File: config.mk
export PLATFORM = sky130hd
export DESIGN_NAME = ecg_layer_sequencer
export DESIGN_NICKNAME = d
export VERILOG_FILES = /design/src/rtl/ecg_layer_sequencer.sv
export SDC_FILE = /design/constraint.sdc
export NUM_CORES = 1
export LEC_CHECK = 0
export BUFFER_PORTS_ARGS = -buffer_cell sky130_fd_sc_hd__buf_2
export CAP_MARGIN = 40
export CORE_AREA = 2 2 56 58
export CTS_BUF_LIST = sky130_fd_sc_hd__clkbuf_4 sky130_fd_sc_hd__clkbuf_8
export DETAILED_ROUTE_END_ITERATION = 7
export DIE_AREA = 0 0 58 60
export MAX_ROUTING_LAYER = met4
export PLACE_DENSITY = 0.7
export SYNTH_ARGS = -nofsm -noshare
export SYNTH_HDL_FRONTEND = slang
export SYNTH_SLANG_ARGS = --single-unit
export TNS_END_PERCENT = 100
File: constraint.sdc
create_clock -name i_clk -period 4.99 [get_ports i_clk]
set_input_delay 0.2495 -clock i_clk [delete_from_list [all_inputs] [get_ports i_clk]]
set_output_delay 0.2495 -clock i_clk [all_outputs]
set_load 0.05 [all_outputs]
File: src/rtl/ecg_layer_sequencer.sv
// ecg_layer_sequencer: steps the shared MAC/ReLU/pool datapath through CONV1, POOL1, CONV2, CONV3, FC.
// Ports: i_clk/i_rst_n (async active-low), i_start/i_stall/i_abort control; o_state debug code,
// o_layer_sel buffer select, o_x_addr/o_w_addr read addresses, o_mac_en/o_mac_clr/o_acc_valid MAC strobes,
// o_pool_en pool strobe, o_busy run-in-progress, o_done one-cycle completion pulse.
module ecg_layer_sequencer #(
  parameter int K        = 3,
  parameter int STRIDE   = 1,
  parameter int OUT1     = 4,
  parameter int POOL_LEN = 2,
  parameter int OUT2     = 2,
  parameter int OUT3     = 2,
  parameter int FC_LEN   = 4,
  parameter int ADDR_W   = 10
) (
  input  logic              i_clk,
  input  logic              i_rst_n,
  input  logic              i_start,
  input  logic              i_stall,
  input  logic              i_abort,
  output logic [3:0]        o_state,
  output logic [1:0]        o_layer_sel,
  output logic [ADDR_W-1:0] o_x_addr,
  output logic [ADDR_W-1:0] o_w_addr,
  output logic              o_mac_en,
  output logic              o_mac_clr,
  output logic              o_acc_valid,
  output logic              o_pool_en,
  output logic              o_busy,
  output logic              o_done
);
  localparam int MO = OUT1 > OUT2 ? (OUT1 > OUT3 ? OUT1 : OUT3) : (OUT2 > OUT3 ? OUT2 : OUT3);
  localparam int MT = K > POOL_LEN ? (K > FC_LEN ? K : FC_LEN) : (POOL_LEN > FC_LEN ? POOL_LEN : FC_LEN);
  localparam int OW = MO > 1 ? $clog2(MO) : 1;
  localparam int TW = MT > 1 ? $clog2(MT) : 1;
  typedef enum logic [3:0] {
    S_IDLE  = 4'd0,
    S_CONV1 = 4'd1,
    S_POOL1 = 4'd2,
    S_CONV2 = 4'd3,
    S_CONV3 = 4'd4,
    S_FC    = 4'd5,
    S_DONE  = 4'd6
  } state_t;
  state_t          r_state, w_state_nxt, w_conv_nxt;
  logic [OW-1:0]   r_out_cnt, w_out_nxt;
  logic [TW-1:0]   r_tap_cnt, w_tap_nxt;
  logic            r_acc_valid;
  logic            w_conv, w_fc, w_mac_st, w_last_tap, w_last_out;
  assign w_conv     = r_state == S_CONV1 || r_state == S_CONV2 || r_state == S_CONV3;
  assign w_fc       = r_state == S_FC;
  assign w_mac_st   = w_conv || w_fc;
  assign w_last_tap = w_fc ? r_tap_cnt == TW'(FC_LEN - 1) : r_tap_cnt == TW'(K - 1);
  assign w_last_out = r_out_cnt == (r_state == S_CONV1 ? OW'(OUT1 - 1) :
                                    r_state == S_CONV2 ? OW'(OUT2 - 1) : OW'(OUT3 - 1));
  assign w_conv_nxt = r_state == S_CONV1 ? S_POOL1 : r_state == S_CONV2 ? S_CONV3 : S_FC;
  always_comb begin
    w_state_nxt = r_state;
    w_out_nxt   = r_out_cnt;
    w_tap_nxt   = r_tap_cnt;
    if (i_abort) begin
      w_state_nxt = S_IDLE;
      w_out_nxt   = '0;
      w_tap_nxt   = '0;
    end else begin
      case (r_state)
        S_IDLE: if (i_start) begin
          w_state_nxt = S_CONV1;
          w_out_nxt   = '0;
          w_tap_nxt   = '0;
        end
        S_CONV1, S_CONV2, S_CONV3: if (!i_stall) begin
          w_tap_nxt = w_last_tap ? '0 : r_tap_cnt + 1'b1;
          if (w_last_tap) begin
            w_out_nxt   = w_last_out ? '0 : r_out_cnt + 1'b1;
            w_state_nxt = w_last_out ? w_conv_nxt : r_state;
          end
        end
        S_POOL1: if (!i_stall) begin
          w_tap_nxt   = r_tap_cnt == TW'(POOL_LEN - 1) ? '0 : r_tap_cnt + 1'b1;
          w_state_nxt = r_tap_cnt == TW'(POOL_LEN - 1) ? S_CONV2 : S_POOL1;
        end
        S_FC: if (!i_stall) begin
          w_tap_nxt   = w_last_tap ? '0 : r_tap_cnt + 1'b1;
          w_state_nxt = w_last_tap ? S_DONE : S_FC;
        end
        S_DONE: w_state_nxt = S_IDLE;
        default: begin
          w_state_nxt = S_IDLE;
          w_out_nxt   = '0;
          w_tap_nxt   = '0;
        end
      endcase
    end
  end
  always_ff @(posedge i_clk or negedge i_rst_n) begin
    if (!i_rst_n) begin
      r_state     <= S_IDLE;
      r_out_cnt   <= '0;
      r_tap_cnt   <= '0;
      r_acc_valid <= 1'b0;
    end else begin
      r_state     <= w_state_nxt;
      r_out_cnt   <= w_out_nxt;
      r_tap_cnt   <= w_tap_nxt;
      r_acc_valid <= o_mac_en && w_last_tap;
    end
  end
  assign o_state     = r_state;
  assign o_layer_sel = r_state == S_CONV2 ? 2'd1 : r_state == S_CONV3 ? 2'd2 : w_fc ? 2'd3 : 2'd0;
  assign o_x_addr    = !w_mac_st ? '0 : w_fc ? ADDR_W'(r_tap_cnt) :
                       ADDR_W'(r_out_cnt) * ADDR_W'(STRIDE) + ADDR_W'(r_tap_cnt);
  // weight base is one kernel-length block per layer, indexed by the buffer select
  assign o_w_addr    = !w_mac_st ? '0 : ADDR_W'(K) * ADDR_W'(o_layer_sel) + ADDR_W'(r_tap_cnt);
  assign o_mac_en    = w_mac_st && !i_stall;
  assign o_mac_clr   = o_mac_en && r_tap_cnt == '0;
  assign o_acc_valid = r_acc_valid;
  assign o_pool_en   = r_state == S_POOL1 && !i_stall;
  assign o_busy      = r_state != S_IDLE && r_state != S_DONE;
  assign o_done      = r_state == S_DONE;
endmodule

# [After elaboration in Yosys (flattened, before gate mapping)]
# Cells that the tools add are included.
[totals] elab_cells=79 latch_bits=0 mem_bits_rw=0 in_bits=5 ff_bits=9 output_inout_bits=32 mem_count=0 rom_bits=0
[op_classes] div_mod_pow=0 eq_ne=20 mul=1 n_addsub=4 magnitude_cmp=0 n_reduce_logical=18 muxes=32 bitwise=0 n_shift=0
[ops] op="$mux W2" n=15
[ops] op="$mux W4" n=7
[ops] op="$ne A3 B3 Y1 const B" n=6
[ops] op="$pmux W4 S4" n=1
[ops] op="$eq A4 B3 Y1 const B" n=3
[ops] op="$mux W3" n=3
[ops] op="$eq A4 B2 Y1 const B" n=2
[ops] op="$pmux W2 S4" n=1
[ops] op="$reduce_and A4 Y1" n=2
[ops] op="$pmux W2 S3" n=1
[ops] op="$reduce_and A6 Y1" n=1
[ops] op="$reduce_or A3 Y1" n=2
[ops] op="$add A4 B2 Y5" n=1
[ops] op="$logic_and A1 B1 Y1" n=5
[ops] op="$mux W5" n=1
[ops] op="$add A2 B1 Y2 const B" n=2
[ops] op="$eq A2 B2 Y1 const B" n=2
[ops] op="$eq A4 B1 Y1 const B" n=1
[ops] op="$logic_not A4 Y1" n=1
[ops] op="$mul A2 B2 Y4 const A" n=1
[ops] op="$ne A4 B3 Y1 const B" n=1
[ops] op="$reduce_bool A4 Y1" n=1
[ops] op="$reduce_or A4 Y1" n=1
[ops] op="$add A2 B2 Y3" n=1
[ops] op="other kinds (9)" n=13

# [Longest topological paths before layout]
[depth] word_depth=8 depth_mapped=9 depth_no_buf=9

# [Least setup slack after synthesis]
# Ideal clock, no wire load.
[synth_timing] path_type="reg2out" start="reg r_state[2], in the netlist o_state[2]" end="out o_w_addr[2]" n_path_buf=0 required_ns=4.740 t_arrival_ns=3.522 path_slack_ns=1.219 stages_incl_launch_ff=10 cell_sequence="dfrtp_1 > nand2b_1 > inv_2 > o21a_1 > inv_1 > fa_1 > inv_1 > ha_1 > fa_1 > and2_1"
[synth_between] elab_chain_len=7 elab_cells_between_ends=13 classes_between="add/sub: 1; mul: 1; eq/ne: 4; mux: 4; reduce/logical: 3"
[synth_rtl] item="from (decl)" line_no="44" rtl="state_t r_state, w_state_nxt, w_conv_nxt;"
[synth_rtl] item="from (signal assigned)" line_no="102" rtl="r_state <= w_state_nxt;"
[synth_rtl] item="$eq A4 B3 Y1" line_no="50" rtl="assign w_fc = r_state == S_FC;"
[synth_rtl] item="$mux W2 (2 in a row)" line_no="109" rtl="assign o_layer_sel = r_state == S_CONV2 ? 2'd1 : r_state == S_CONV3 ? 2'd2 : w_fc ? 2'd3 : 2'd0;"
[synth_rtl] item="$mux W2 *" line_no="109"
[synth_rtl] item="via o_layer_sel[1]" line_no="21" rtl="output logic [1:0] o_layer_sel,"
[synth_rtl] item="$mul A2 B2 Y4 *" line_no="113" rtl="assign o_w_addr = !w_mac_st ? '0 : ADDR_W'(K) * ADDR_W'(o_layer_sel) + ADDR_W'(r_tap_cnt);"
[synth_rtl] item="$add A4 B2 Y5 *" line_no="113"
[synth_rtl] item="$mux W5 *" line_no="113"
[synth_rtl] item="to (decl)" line_no="23" rtl="output logic [ADDR_W-1:0] o_w_addr,"
# The timed path passes the listed nets; every way through them passes the cells marked *.

# [Worst setup path in the final report]
[layout_timing] start="reg r_state[2], in the netlist o_state[2]" end="out o_w_addr[2]"
[layout_between] elab_chain_len=7 elab_cells_between_ends=13 classes_between="add/sub: 1; mul: 1; eq/ne: 4; mux: 4; reduce/logical: 3"
[layout_rtl] item="$eq A4 B3 Y1" line_no="50"
[layout_rtl] item="$mux W2 (3 in a row)" line_no="109"
[layout_rtl] item="$mul A2 B2 Y4" line_no="113"
[layout_rtl] item="$add A4 B2 Y5" line_no="113"
[layout_rtl] item="$mux W5 *" line_no="113"
# Every way passes the cells marked *; elsewhere a longest branch is shown, timed or not.

==> metrics.cfg <==
[status]
status=completed

[clock_network]
clkSlewWorstSetupHoldPaths_ps=60
root_buffer=clkbuf_4
numCtsBuffers=3
clockBufferDepth=2
cts_tree=done
clock_sinks=8
clk_latency_ps=250
htree_levels=1
cts_setup_buffers=0

[critical_path]
crit_path_end_kind=output port
r2r-start=o_state[0]
worst-r2r-setup-slack_ps=3010
crit_path_start_kind=flip-flop
criticalPathCategory=reg2out
worstRegToRegCells=5
reg2reg_to=o_state[1]
path_max_fanout=26
critPathSlowestCell=dfrtp_1
cp.arrival_ps=3360
crit_chain=nand2b_1 -> inv_2 -> o21a_1 -> inv_1 -> fa_1 -> inv_1 -> ha_1 -> fa_1 -> and2_1 -> buf_2
cp_slowest_stage_delay_ps=830
cp.required_ps=4740

[detailed_routing]
wl_per_cell_um=12.35
drtPass1Iterations=4
drcViolationCount=0
first_iter_violations=56
avgViaCountPerCell=5.085
via_count=956
drt_wl_total_mm=2.321
ant_nets=0

[die]
die_area_mm2=0.003480
dieHeight_um=60
start_util_pct=38.58
die_w_um=58
core_mm2=0.002903
rows=20
io_pins=37

[finish]
fin_nets=171
n_antenna_cell=0
layout-drive-gt1-share_pct=21.94
nFillCells=312
postLayoutCoreUtil_pct=40.65
fin_cells=188
area_delta_synth_final_pct=5.363

[place]
hpwl_mm=1.750
place_congestion=0.8253
port-buffer-count=22
dp_cells=184

[timing]
fmax_mhz=277.2
slew_headroom_pct=49.39
tns_ps=0
drv_slew=0
period_needed_ps=3608
finalCritPeriodShare_pct=72.30
finalSetupViolations=0
hold_viol=0
grt_setup_unrepaired=false
fin_skew_ps=6.914
worstMarginPinSlew_ps=759.2

[synth]
synth_warnings=0
synth.most_common_cell=buf_4
synth_top_area_share_pct=17.88
synth_edf_count=0
synth.cell_area_mm2=0.001120
synth.area.top_cells=dfrtp_1 (18%), buf_4 (9.4%), ha_1 (6.7%)
async_flop_share_pct=100.0
synth_cells=139
synthTopCellsByCount=buf_4 (14), nor2_1 (11), a21oi_1 (10)
syn_avg_cell_area_um2=8.056
ys.flop_type=dfrtp_1
ys_types=47
ys_seq_elements=8
seq_area_frac_synth_pct=17.88
yosysTopAreaCell=dfrtp_1

[power]
cellPowerDensity_mw_per_mm2=412.9
peakVddDrop_v=0.0001654
power_leakage_uw=0.0006309

[global_route]
grt.total_usage_pct=15.22
grt_pass1_vias=856
grt_max_degree=27
antenna_found_initial=0
grt_overflow=0
grt_pass1_wl_mm=3.953

[hold_path]
min_to=o_state[2]
holdPathStages=2
worstHoldStart=i_abort
hold_path_class=in2reg

[flow_run]
max-cap-violations=0

per-stage QoR:
step	setup slack, ps	area, µm²	hold slack (ps)	total power (µW)
3_3_place_gp	1731	1147	105.1	436.7
2_1_floorplan	1219	1169	-46.09	403.0
4_1_cts	1376	1180	265.4	491.0
6_report	1382	1180	275.2	487.1
5_1_grt	1098	1180	267.1	531.3
3_5_place_dp	1653	1147	107.1	439.6
state kept, by name, summed over array words and instances, names as in the netlist:
signal       flops
r_out_cnt        2
r_tap_cnt        2
o_state          3
o_acc_valid      1
power by group:
group          internal, µW  leakage, µW  switching (µW)
clock network          27.5    0.0000138            21.9
logic                   104     0.000507             201
registers              76.9     0.000110            55.7
critical path, delay by kind of cell, from the launching register on:
kind	cells	cell delay, ps
AO/OA/AOI/OAI	1	190
AND/OR/NAND/NOR	2	370
flip-flops	1	830
adder cells (fa/ha/maj)	3	1130
buffers and inverters	4	570
cells by family (layout without fill, tap and decap cells):
kind of cell	count (synthesis)	after routing	share of synthesized area (%)
simple gates	46	46	24.25
compound gates	37	37	22.91
buf+inv	34	37	19.11
fa+ha+maj	9	9	12.07
flops	8	8	17.88
mux	3	3	2.682
other cells	1	14	0.3349
xor+xnor	1	1	0.7823
cells in the final DEF (no fill, tap or decap), types with 2 or more instances in the layout:
cell / netlist / routed
a21oi_1: 10 / 10
dfrtp_1: 8 / 8
inv_1: 9 / 9
nor2_1: 11 / 11
nor2b_1: 4 / 4
and2_1: 5 / 5
mux2i_1: 3 / 3
nor3_1: 2 / 2
o21a_1: 2 / 2
nand2_1: 8 / 8
o21ai_1: 2 / 2
buf_2: 3 / 22
ha_1: 6 / 6
a221oi_2: 2 / 2
inv_2: 2 / 2
a211oi_1: 2 / 2
nand2b_1: 4 / 4
a22oi_1: 2 / 2
conb_1: 1 / 14
o21ai_0: 7 / 7
clkbuf_4: 0 / 3
fa_1: 3 / 3
how the worst max path moves through the flow:
stage	start	to	slack (ps)	depth (start not counted)
after floorplan	o_state[2]	o_w_addr[2]	1220	9
final	o_state[2]	o_w_addr[2]	1380	10
after detailed placement	o_state[2]	o_w_addr[2]	1650	10
after global placement	o_state[2]	o_w_addr[2]	1730	10
after global routing	o_state[2]	o_w_addr[2]	1100	10
after CTS	o_state[2]	o_w_addr[2]	1380	10
routing by layer:
metal  wire (µm)  track usage [%]  vias to the layer above  part of all wire, %
met3         125            1.299                        2                  5.4
li1            -                -                      480                    -
met2        1068            25.16                       36                   46
met5           0                -                        -                    0
met1        1107            19.71                      438                   48
met4          19            4.983                        0                 0.82
timing repair:
action                    CTS  global route
gates resized for setup     0             0
hold buffers                1             0
hold endpoints to repair    8             0
final cells by class:
| type | count | area (µm²) | area share (%) |
|---|---|---|---|
| multi-input combinational | 110 | 754.5 | 63.94 |
| sequential | 8 | 200.2 | 16.97 |
| timing repair buffer | 23 | 120.1 | 10.18 |
| inverter | 11 | 41.29 | 3.499 |
| tap | 33 | 41.29 | 3.499 |
| clock buffer | 3 | 22.52 | 1.909 |
No activity file was read; power rests on OpenSTA's default activity.
